[config.mk]
export PLATFORM = sky130hd
export DESIGN_NAME = out_col_deskew
export DESIGN_NICKNAME = d
export VERILOG_FILES = /design/src/rtl/out_deskew_pkg.sv /design/src/rtl/out_deskew_fifo.sv /design/src/rtl/out_col_deskew.sv
export SDC_FILE = /design/constraint.sdc
export NUM_CORES = 1
export LEC_CHECK = 0
export BUFFER_PORTS_ARGS = -buffer_cell sky130_fd_sc_hd__clkbuf_2
export CORE_MARGIN = 5
export CORE_UTILIZATION = 45
export CTS_CLUSTER_SIZE = 24
export DETAILED_ROUTE_END_ITERATION = 8
export RECOVER_POWER = 25
export SLEW_MARGIN = 20
export SYNTH_ARGS = -nofsm -noshare
export SYNTH_HDL_FRONTEND = slang
export SYNTH_SLANG_ARGS = --single-unit
[constraint.sdc]
create_clock -name clk_i -period 5.4 [get_ports clk_i]
set_input_delay 0.81 -clock clk_i [delete_from_list [all_inputs] [get_ports clk_i]]
set_output_delay 0.81 -clock clk_i [all_outputs]
set_load 0.03 [all_outputs]
[src/rtl/out_deskew_pkg.sv]
// Shared widths and helpers for the output column deskew stage.
package out_deskew_pkg;

    localparam int I_WIDTH_DEF    = 8;
    localparam int F_WIDTH_DEF    = 8;
    localparam int N_DEF          = 3;
    localparam int FIFO_DEPTH_DEF = 4;
    localparam int DATA_W_DEF     = I_WIDTH_DEF + F_WIDTH_DEF;

    function automatic int calc_data_w(input int i_w, input int f_w);
        return i_w + f_w;
    endfunction

    // LSB position of a lane inside a packed multi-lane word.
    function automatic int lane_lsb(input int lane, input int data_w);
        return lane * data_w;
    endfunction

    function automatic int fifo_ptr_w(input int depth);
        return (depth > 1) ? $clog2(depth) : 1;
    endfunction

    localparam int FIFO_PTR_W_DEF = fifo_ptr_w(FIFO_DEPTH_DEF);

endpackage

[src/rtl/out_deskew_fifo.sv]
// Aligned-word buffer: synchronous FIFO, head visible combinationally, zero while empty.
// Latency: push visible on out the cycle after the write edge. Backpressure: push while full without pop is dropped and flagged.
// Pop honoured only when non-empty; push+pop when full is legal.
module out_deskew_fifo
    import out_deskew_pkg::*;
#(
    parameter int WIDTH = 48,
    parameter int DEPTH = 4
) (
    input  logic             clk_i,
    input  logic             rst_n_i,
    input  logic             push_i,
    input  logic [WIDTH-1:0] push_dat_i,
    input  logic             pop_i,
    output logic [WIDTH-1:0] pop_dat_o,
    output logic             full_o,
    output logic             empty_o,
    output logic             drop_o
);

    localparam int AW = fifo_ptr_w(DEPTH);

    logic [WIDTH-1:0] mem_q [DEPTH];
    logic [AW-1:0]    wr_ptr_q, wr_ptr_d;
    logic [AW-1:0]    rd_ptr_q, rd_ptr_d;
    logic [AW:0]      cnt_q, cnt_d;
    logic             do_push, do_pop;

    assign full_o  = (cnt_q == (AW+1)'(DEPTH));
    assign empty_o = (cnt_q == '0);
    assign do_pop  = pop_i & ~empty_o;
    assign drop_o  = push_i & full_o & ~do_pop;
    assign do_push = push_i & ~drop_o;

    assign pop_dat_o = empty_o ? '0 : mem_q[rd_ptr_q];

    // DEPTH is a power of two, so pointers wrap naturally.
    always_comb begin
        wr_ptr_d = wr_ptr_q;
        rd_ptr_d = rd_ptr_q;
        cnt_d    = cnt_q;
        if (do_push) wr_ptr_d = wr_ptr_q + 1'b1;
        if (do_pop)  rd_ptr_d = rd_ptr_q + 1'b1;
        case ({do_push, do_pop})
            2'b10:   cnt_d = cnt_q + 1'b1;
            2'b01:   cnt_d = cnt_q - 1'b1;
            default: cnt_d = cnt_q;
        endcase
    end

    always_ff @(posedge clk_i) begin
        if (!rst_n_i) begin
            wr_ptr_q <= '0;
            rd_ptr_q <= '0;
            cnt_q    <= '0;
            for (int i = 0; i < DEPTH; i++) mem_q[i] <= '0;
        end else begin
            wr_ptr_q <= wr_ptr_d;
            rd_ptr_q <= rd_ptr_d;
            cnt_q    <= cnt_d;
            if (do_push) mem_q[wr_ptr_q] <= push_dat_i;
        end
    end

endmodule

[src/rtl/out_col_deskew.sv]
// Realigns staggered systolic column results into one row word and buffers it; optional ReLU via OUT_RELU_EN.
// Latency: row launched in cycle k is on out_data_o from cycle k+ncol. One row per cycle.
// Backpressure: out_valid_o/out_ready_i; a full FIFO drops new rows and sets sticky overflow_o.
module out_col_deskew
    import out_deskew_pkg::*;
#(
    parameter int I_WIDTH    = 8,
    parameter int F_WIDTH    = 8,
    parameter int N          = 3,
    parameter int COL_WIDTH  = $clog2(N+1),
    parameter int FIFO_DEPTH = 4
) (
    input  logic                                         clk_i,
    input  logic                                         rst_n_i,
    input  logic [N*calc_data_w(I_WIDTH, F_WIDTH)-1:0]   in_data_i,
    input  logic                                         in_valid_i,
    input  logic [COL_WIDTH-1:0]                         number_of_columns_i,
    input  logic                                         number_of_columns_ld_i,
    output logic [COL_WIDTH-1:0]                         number_of_columns_o,
    output logic [N*calc_data_w(I_WIDTH, F_WIDTH)-1:0]   out_data_o,
    output logic                                         out_valid_o,
    input  logic                                         out_ready_i,
    output logic                                         overflow_o,
    output logic                                         busy_o
);

    localparam int DATA_W = calc_data_w(I_WIDTH, F_WIDTH);
    localparam int VLD_W  = (N > 1) ? N - 1 : 1;
    localparam logic [COL_WIDTH-1:0] N_COL = COL_WIDTH'(N);

    logic [COL_WIDTH-1:0] ncol_q, ncol_d;
    logic                 ovf_q, ovf_d;
    logic [VLD_W-1:0]     vld_q, vld_d;
    logic [DATA_W-1:0]    lane_in [N];
    logic [DATA_W-1:0]    lane_al [N];
    logic [N*DATA_W-1:0]  al_word;
    logic                 al_vld;
    logic                 ld_ok;
    logic                 fifo_full, fifo_empty, fifo_drop;

    genvar j;
    generate
        for (j = 0; j < N; j++) begin : g_lane
            assign lane_in[j] = in_data_i[lane_lsb(j, DATA_W) +: DATA_W];

            if (N - 1 - j > 0) begin : g_chain
                localparam int L = N - 1 - j;
                logic [DATA_W-1:0] chain_q [L];
                logic [DATA_W-1:0] tap;
                int                dly;

                always_ff @(posedge clk_i) begin
                    if (!rst_n_i) begin
                        for (int s = 0; s < L; s++) chain_q[s] <= '0;
                    end else begin
                        chain_q[0] <= lane_in[j];
                        for (int s = 1; s < L; s++) chain_q[s] <= chain_q[s-1];
                    end
                end

                // Lane j of an ncol-wide row needs ncol-1-j cycles of delay to line up with lane 0.
                always_comb begin
                    tap = '0;
                    dly = int'(ncol_q) - 1 - j;
                    if (int'(ncol_q) > j) begin
                        if (dly == 0) tap = lane_in[j];
                        for (int s = 0; s < L; s++) begin
                            if (dly == s + 1) tap = chain_q[s];
                        end
                    end
                end

                assign lane_al[j] = tap;
            end else begin : g_nochain
                assign lane_al[j] = (int'(ncol_q) > j) ? lane_in[j] : '0;
            end

`ifdef OUT_RELU_EN
            assign al_word[lane_lsb(j, DATA_W) +: DATA_W] = lane_al[j][DATA_W-1] ? '0 : lane_al[j];
`else
            assign al_word[lane_lsb(j, DATA_W) +: DATA_W] = lane_al[j];
`endif
        end
    endgenerate

    always_comb begin
        vld_d    = '0;
        vld_d[0] = (N > 1) ? in_valid_i : 1'b0;
        for (int s = 1; s < VLD_W; s++) vld_d[s] = vld_q[s-1];
    end

    always_comb begin
        al_vld = 1'b0;
        if (ncol_q == COL_WIDTH'(1)) al_vld = in_valid_i;
        for (int s = 0; s < VLD_W; s++) begin
            if ((N > 1) && (int'(ncol_q) == s + 2)) al_vld = vld_q[s];
        end
    end

    assign busy_o = (|vld_q) | out_valid_o | in_valid_i;
    assign ld_ok  = number_of_columns_ld_i & ~busy_o &
                    (number_of_columns_i != '0) & (number_of_columns_i <= N_COL);

    always_comb begin
        ncol_d = ld_ok ? number_of_columns_i : ncol_q;
        ovf_d  = ld_ok ? 1'b0 : (ovf_q | (fifo_drop & fifo_full));
    end

    always_ff @(posedge clk_i) begin
        if (!rst_n_i) begin
            ncol_q <= N_COL;
            ovf_q  <= 1'b0;
            vld_q  <= '0;
        end else begin
            ncol_q <= ncol_d;
            ovf_q  <= ovf_d;
            vld_q  <= vld_d;
        end
    end

    out_deskew_fifo #(
        .WIDTH (N*DATA_W),
        .DEPTH (FIFO_DEPTH)
    ) u_fifo (
        .clk_i      (clk_i),
        .rst_n_i    (rst_n_i),
        .push_i     (al_vld),
        .push_dat_i (al_word),
        .pop_i      (out_ready_i),
        .pop_dat_o  (out_data_o),
        .full_o     (fifo_full),
        .empty_o    (fifo_empty),
        .drop_o     (fifo_drop)
    );

    assign out_valid_o         = ~fifo_empty;
    assign number_of_columns_o = ncol_q;
    assign overflow_o          = ovf_q;

endmodule

After elaboration in Yosys (flattened, before gate mapping). Memory sizes are Yosys's and may differ from the RTL's. A register that Yosys moved wholly into a read port is not among the register bits. Index checks and enable logic that the tools add are counted.

Memories: 3. Input bits: 55. Output and inout port bits: 53. RAM bits: 240. Register bits after elaboration: 12.

Memories: u_fifo.mem_q (words 4, bits a word 48, rd ports 1, clocked after memory_dff 1, wr ports 4, line out_deskew_fifo.sv:23) `logic [WIDTH-1:0] mem_q [DEPTH];`; g_lane[0].g_chain.chain_q (words 2, bits a word 16, rd ports 2, clocked after memory_dff 0, wr ports 2, line out_col_deskew.sv:48) `logic [DATA_W-1:0] chain_q [L];`; g_lane[1].g_chain.chain_q (words 1, bits a word 16, rd ports 1, clocked after memory_dff 0, wr ports 1, line out_col_deskew.sv:48).

$lt $le $gt $ge: 4. Reductions and logical operators: 9. Bitwise logic cells: 18. Muxes and demuxes: 27. Eq/ne operators: 9. $add $sub $neg: 6.

Operators with widths (number): 2-to-1 mux 16 bit (11); 2-to-1 mux 48 bit (2); logical NOT 32 bit (2); OR reduction 48 bit (1); OR reduction 16 bit (1); 2-to-1 mux 1 bit (10); AND 1 bit (8); == test 2 x 1 -> 1 bit (second input constant) (3); == test 3 bit (second input constant) (2); 2-to-1 mux 2 bit (3); one-hot mux 3 bit (2 select lines) (1); inverter 1 bit (5); OR 1 bit (5); adder 2 x 1 -> 2 bit (second input constant) (2); == test 2 bit (second input constant) (2); == test 4 x 2 -> 1 bit (second input constant) (1); > comparator 2 x 1 -> 1 bit (second input constant) (2); nonzero test 2 bit (2); OR reduction 2 bit (2); subtractor 3 x 2 -> 4 bit (second input constant) (1); adder 3 x 1 -> 3 bit (second input constant) (1); == test 3 x 2 -> 1 bit (second input constant) (1); logical NOT 3 bit (1); subtractor 2 x 1 -> 3 bit (second input constant) (1); 3 further kinds (3).

Logic depth before layout (Yosys ltp). Gate-level depths: netlist of the first run.

Word-level depth: 13. Mapped depth: 10. Depth with buffers taken out: 9.

By module. From an unflattened synthesis of the first run, not the netlist that was laid out.

Cell total of the unflattened synthesis: 787. Area, all modules: 11343.4 sq um.

By module, submodules not included: out_deskew_fifo (area an instance 9113.7 sq um, sequential area each 5945.7 sq um, cells an instance 570, times used 1); out_col_deskew (area an instance 2229.6 sq um, sequential area each 1061.0 sq um, cells an instance 217, times used 1).

Least setup slack after synthesis of the first run. OpenSTA, ideal clock, no wires.

Kind: input to register. Start: input in_valid_i. End: memory u_fifo.mem_q[0][0] (enable). Stages: 7. Data required time: 4.994 ns. Setup slack: 1.925 ns. Buffers on the path: 3. Library setup time: 0.406 ns. Data arrival time: 3.069 ns. Cells stage by stage: a21oi_1 -> a2111o_1 -> or3_1 -> clkbuf_1 -> buf_6 -> buf_6 -> nand2_1.

RTL lines: from (decl) (line out_col_deskew.sv:16) `input logic in_valid_i,`; to (decl) (line out_deskew_fifo.sv:23).

==> results.md, run 1 <==
Run
- 3 — max-cap violation count

Floorplanning
- 0.0234 mm^2 — area inside the core boundary
- 108 — top-level I/O count
- 56 — number of core rows
- 0.0269 mm^2 — die area
- 164 um — Die Span Y
- 164 um — horizontal die dimension
- 45.5% — Initial Util

Drt
- 0 — Remaining DRCs
- 6301 — vias
- 4 — number of iterations in the first detailed-routing pass
- 0 — post-detailed-route count of antenna-violating nets
- 22900 um — total wire length after detailed routing
- 436 — starting DRC count in detailed routing
- 5.08 — Via-to-Cell Ratio
- 18.5 um — average routed wire per standard cell

Critical path
- register — nature of the critical path endpoint
- register — critical path launch point type
- 1.33 ns — reg-to-reg setup timing slack
- u_fifo.mem_q[0][8] — reg-to-reg critical path endpoint
- 4.32 ns — Data arrival, critical path
- 5.64 ns — endpoint required time on the critical path
- number_of_columns_o[0] — worst flop-to-flop path startpoint
- reg2reg — critical path start-end classification
- 35 — crit path max fanout
- 5 — depth of the most critical reg-to-reg path

Placement
- 107 — count of buffers inserted at the top-level ports
- 0.0115 mm^2 — DP Area
- 14000 um — DP Wirelength
- 0.718 — Placer Congestion

Power
- 0.00373 W — Power Internal
- 43.9% — fraction of power consumed by sequential logic
- 0.00156 W — switching power
- 0.000416 V — peak ir drop on the vdd network
- 22.3% — logic gate share of total power
- 29.4% — proportion of total power due to net switching
- 4.78 nW — P_leak
- 33.8% — relative contribution of the clock network to total power
- 428 mW/mm^2 — Pwr per Cell Area

Synth
- edfxtp_1 — dominant register cell in the synthesized netlist
- 192 — number of flops mapped to enable cells by yosys
- 860 — nets in the synthesized netlist
- 54.1% — top cell type's share of synthesized area
- edfxtp_1 54%, dfxtp_1 12%, mux4_2 10% — Synth area leaders
- 0.0107 mm^2 — Syn Std Cell Area
- 13.3 um^2 — Post-Syn Area per Cell
- 35 — count of different cell masters after synthesis
- edfxtp_1 — cell type with the largest total area after synthesis
- 65.8% — sequential share of the synthesized area
- 254 — number of flip-flops and latches in the synthesized netlist
- 0% — async set-or-reset flop fraction in the synthesized netlist
- 201 x nor2_1, 192 x edfxtp_1, 100 x and2_1 — synth cell count leaders
- 0 — Yosys warning count
- 803 — gate count of the mapped netlist
- nor2_1 — most frequent cell after synthesis

CTS
- 0 — CTS Hold Bufs
- clkbuf_16 — Root Buffer Master
- 254 — clock sink count
- 0.06 ns — clock slew at the register clock pins of the worst setup and hold paths
- 0 — Post-CTS Setup Bufs
- 26 — TritonCTS Buffers
- 1 — H-tree levels
- 3 — Bufs on Longest Clock Path
- 0.52 ns — clock latency on the worst-skew pair
- 0 — Resize count post-CTS
- built — TritonCTS clock tree

Worst hold path
- reg2reg — path class of the lowest-slack min-delay path
- g_lane[0].g_chain.chain_q[0][29] — sink of the worst hold path
- g_lane[0].g_chain.chain_q[0][13] — startpoint of the lowest-slack hold path
- 1 — Hold Path Depth

Layout
- 25.7% — ratio of cells with drive above 1 in the final layout
- 958 — NumNets Final
- 0 — Antenna Cells
- 0.0123 mm^2 — final instance area
- 15.9% — Layout area overhead

Timing
- false — setup repair after global routing missed its margin
- 4.07 ns — final critical path time including I/O delays and setup
- 147 — Final Slew Violations
- 0.0161 ns — final worst clock skew
- -47.1% — normalized max-slew margin
- 75.4% — fin crit share
- 0 — final hold viol count
- 0 — number of endpoints failing setup at the final stage
- 0 ns — sum of negative setup slack
- 246 MHz — peak clock frequency supported by timing
- 2.21 ns — worst-margin pin slew

Global routing
- 0 — remaining global-route overflow
- 59 — largest net degree at the start of global routing
- 6708 — number of global-route vias before repair
- 0 — initial antenna violation count
- 17.8% — gr usage total
- 37100 um — global-route wire length before repair

Status
- capacitance limit, slew limit — failing checks
- finished with violations — run status

-- worst max-delay path by stage --
stage,start,to,slack [ns],depth (start not counted)
after detailed placement,in_valid_i,u_fifo.mem_q[1][32],2.01,6
after floorplan,in_valid_i,u_fifo.mem_q[0][0],1.92,7
after global placement,in_valid_i,u_fifo.mem_q[1][45],2.03,6
after global routing,number_of_columns_o[0],u_fifo.mem_q[0][8],0.95,5
final,number_of_columns_o[0],u_fifo.mem_q[0][8],1.33,5
after CTS,register,out_data_o[9],1.91,3
-- placed cells by master, fill, tap and decap left out, types with 9 or more instances in the layout --
cell type	n
a21oi_1	15
edfxtp_1	192
mux2_2	15
nor2_2	9
buf_4	12
and2_1	77
dfxtp_1	60
clkbuf_16	27
clkbuf_2	103
nand2_1	38
mux2i_1	16
nor2_1	201
mux4_2	48
clkbuf_1	11
inv_1	11
and2_0	23
-- metrics by stage --
step                      util, %  std cells  hold slack (ns)  setup WS [ns]  total power (W)
after floorplan                 -        803            0.427           1.92          0.00321
after global placement       49.1       1191            0.431           2.03          0.00355
after detailed placement     49.1       1191            0.438           2.01          0.00356
after CTS                    52.8       1239            0.455           1.91          0.00535
after global routing         52.8       1240            0.470          0.954          0.00555
final                        52.8       1240            0.455           1.33          0.00529
-- critical path: stages, from the launching register on --
cell and delay (ns):
dfxtp_1 1.11, mux2i_1 0.37, a2111o_2 0.45, clkbuf_1 1.43, a211o_1 0.32, nor2_1 0.07
-- layer usage --
metal / wire length [um] / GRT usage (%)
met5: 0 / 0
met4: 282 / 3.32
met3: 1400 / 3.36
met1: 10400 / 25.4
met2: 10800 / 28.9
-- kinds of logic after synthesis --
group                      share of synthesized area [%]
muxes                                               13.3
buffers and inverters                               2.62
AOI/OAI and AO/OA                                   1.54
DFF                                                 65.8
and+or+nand+nor                                     16.0
adders and majority gates                          0.305
xor gates and xnor gates                           0.411
-- sequential cells by signal (all words and copies together), names as in the netlist, named ones only --
register	count
u_fifo.rd_ptr_q	2
vld_q	2
g_lane.g_chain.chain_q	48
u_fifo.cnt_q	3
u_fifo.mem_q	192
overflow_o	1
number_of_columns_o	2
u_fifo.wr_ptr_q	2
-- power groups by stage --
stage	clock [W]	combinational (W)	sequential (W)
floorplan	0	0.000913	0.00230
global placement	0	0.00114	0.00241
detailed placement	0	0.00115	0.00242
CTS	0.00182	0.00115	0.00238
global route	0.00192	0.00129	0.00234
finish	0.00179	0.00118	0.00232
-- final cells by class --
cell class              count  area [um^2]
clock inverters            17          158
flip-flops and latches    254         7010
inverters                  11         41.3
repair buffers            124          656
well taps                 319          399
clock buffers              31          701
multi-input cells         484         3380
fillers                  2061        11100
Note: power is estimated with default switching activity, not from simulation.
==> run 2: changes to the inputs <==
==> constraint.sdc (replaced) <==
create_clock -name clk_i -period 3.8 [get_ports clk_i]
set_input_delay 0.57 -clock clk_i [delete_from_list [all_inputs] [get_ports clk_i]]
set_output_delay 0.57 -clock clk_i [all_outputs]
set_load 0.03 [all_outputs]
==> results.md, run 2 (synthesized netlist as in run 1, its figures left out) <==
Status
- capacitance limit, slew limit — failing checks
- finished with violations — run status

CTS
- 0 — CTS Hold Bufs
- built — TritonCTS clock tree
- clkbuf_16 — Root Buffer Master
- 0.52 ns — clock latency on the worst-skew pair
- 0 — Resize count post-CTS
- 27 — TritonCTS Buffers
- 0 — Post-CTS Setup Bufs
- 0.06 ns — clock slew at the register clock pins of the worst setup and hold paths
- 3 — Bufs on Longest Clock Path
- 1 — H-tree levels
- 254 — clock sink count

Power
- 44.1% — fraction of power consumed by sequential logic
- 0.00528 W — Power Internal
- 0.00222 W — switching power
- 607 mW/mm^2 — Pwr per Cell Area
- 22.5% — logic gate share of total power
- 29.5% — proportion of total power due to net switching
- 0.000372 V — peak ir drop on the vdd network
- 4.81 nW — P_leak
- 33.4% — relative contribution of the clock network to total power

Critical path
- number_of_columns_o[0] — critical path launch point
- 4.00 ns — endpoint required time on the critical path
- register — nature of the critical path endpoint
- 3.44 ns — Data arrival, critical path
- 1 — Worst Path Buf+Inv
- number_of_columns_o[0] — worst flop-to-flop path startpoint
- dfxtp_1 — cell with the largest stage delay on the worst path
- 0.92 ns — Largest stage delay, worst path
- mux2i_1 > a2111o_2 > or2_2 > nand2_1 > buf_12 — crit path cell chain
- 36 — crit path max fanout
- reg2reg — critical path start-end classification
- flip-flops — Top Family by Delay on Critical Path
- register — critical path launch point type

Global routing
- 36600 um — global-route wire length before repair
- 6571 — number of global-route vias before repair
- 59 — largest net degree at the start of global routing
- 0 — initial antenna violation count
- 17.5% — gr usage total
- 0 — remaining global-route overflow

Layout
- 959 — NumNets Final
- 0.0124 mm^2 — final instance area
- 201 x nor2_1, 192 x edfxtp_1, 105 x clkbuf_2 — top library cells by usage in the layout, fill and taps aside
- u_fifo.mem_q — register with the most flip-flops
- 25.8% — ratio of cells with drive above 1 in the final layout
- u_fifo.mem_q: 192 flops, g_lane.g_chain.chain_q: 48 flops, u_fifo.cnt_q: 3 flops — largest registers
- 192 — Largest register FFs
- nor2_1 — most common cell after layout, fill and taps aside
- 0 — Antenna Cells
- 2050 — layout filler cell count
- 16.0% — Layout area overhead

Floorplanning
- 0.0269 mm^2 — die area
- 45.5% — Initial Util
- 0.0234 mm^2 — area inside the core boundary
- 164 um — Die Span Y
- 164 um — horizontal die dimension
- 56 — number of core rows
- 108 — top-level I/O count

Timing
- 0.00575 ns — final worst clock skew
- false — setup repair after global routing missed its margin
- 85.2% — fin crit share
- 0 — number of endpoints failing setup at the final stage
- -4.17% — normalized max-slew margin
- 1.56 ns — worst-margin pin slew
- 0.561 ns — worst setup slack after layout
- 309 MHz — peak clock frequency supported by timing
- 0 ns — sum of negative setup slack
- 0 — final hold viol count
- 3.24 ns — final critical path time including I/O delays and setup
- 28 — Final Slew Violations

Drt
- 4 — number of iterations in the first detailed-routing pass
- 0 — Remaining DRCs
- 23100 um — total wire length after detailed routing
- 18.7 um — average routed wire per standard cell
- 324 — starting DRC count in detailed routing
- 6295 — vias
- 0 — post-detailed-route count of antenna-violating nets
- 5.08 — Via-to-Cell Ratio

Placement
- 0.925 ns — worst setup timing slack at the placement stage
- 13500 um — DP Wirelength
- 107 — count of buffers inserted at the top-level ports
- 0.718 — Placer Congestion
- 0.0115 mm^2 — DP Area

Run
- 1 — max-cap violation count

Worst hold path
- in2reg — path class of the lowest-slack min-delay path
- in_data_i[22] — startpoint of the lowest-slack hold path

[run 2: cell count changes in the layout (fill, tap and decap cells not counted), moves of 2 or more]
cell,previous run,this run
clkinvlp_4,2,0
buf_12,1,3
buf_4,12,10
clkbuf_2,103,105
clkbuf_8,1,3
and2_0,23,13
and2_1,77,87
[run 2: per-stage QoR]
stage	hold slack, ns	power, W	utilization [%]	cells
after CTS	0.255	0.00761	52.9	1240
after floorplan	0.427	0.00456	-	803
after detailed placement	0.437	0.00510	49.3	1192
after global placement	0.432	0.00508	49.3	1192
after global routing	0.261	0.00785	52.8	1240
final	0.270	0.00750	52.8	1240
[run 2: routing by layer]
layer / global-route usage [%] / up-vias / part of all wire [%]
li1: - / 3003 / -
met1: 26.3 / 3110 / 47
met2: 27.2 / 152 / 46
met3: 2.48 / 30 / 5.0
met4: 4.46 / 0 / 1.9
met5: 0 / - / 0
[run 2: final cells by class]
cell class | instances | area (um^2) | area share (%)
Tap cell | 319 | 399 | 3.23
Timing Repair Buffer | 124 | 683 | 5.53
Clock buffer | 35 | 736 | 5.95
Sequential cell | 254 | 7010 | 56.7
Multi-Input combinational cell | 484 | 3380 | 27.3
Inverter | 11 | 41.3 | 0.334
Clock inverter | 13 | 109 | 0.881
[run 2: worst reg2reg max path: stages, from the launching register on]
cell and delay, ns:
dfxtp_1 0.92, mux2i_1 0.25, a2111o_2 0.55, or2_2 0.31
nand2_1 0.53, buf_12 0.33
[run 2: power by group through the flow]
stage / combinational, W / clock, W / sequential (W)
finish: 0.00169 / 0.00251 / 0.00331
global route: 0.00183 / 0.00268 / 0.00334
CTS: 0.00173 / 0.00256 / 0.00331
detailed placement: 0.00173 / 0 / 0.00337
global placement: 0.00172 / 0 / 0.00337
floorplan: 0.00130 / 0 / 0.00326
[run 2: worst paths after layout]
| path | end | slack [ns] | cells after the start |
|---|---|---|---|
| worst max-delay path | u_fifo.mem_q[1][32] | 0.56 | 5 |
| worst min-delay path | g_lane[1].g_chain.chain_q[0][6] | 0.27 | 2 |
| worst min register to register | g_lane[0].g_chain.chain_q[0][18] | 0.45 | 1 |
| worst max register to register | u_fifo.mem_q[1][32] | 0.56 | 5 |
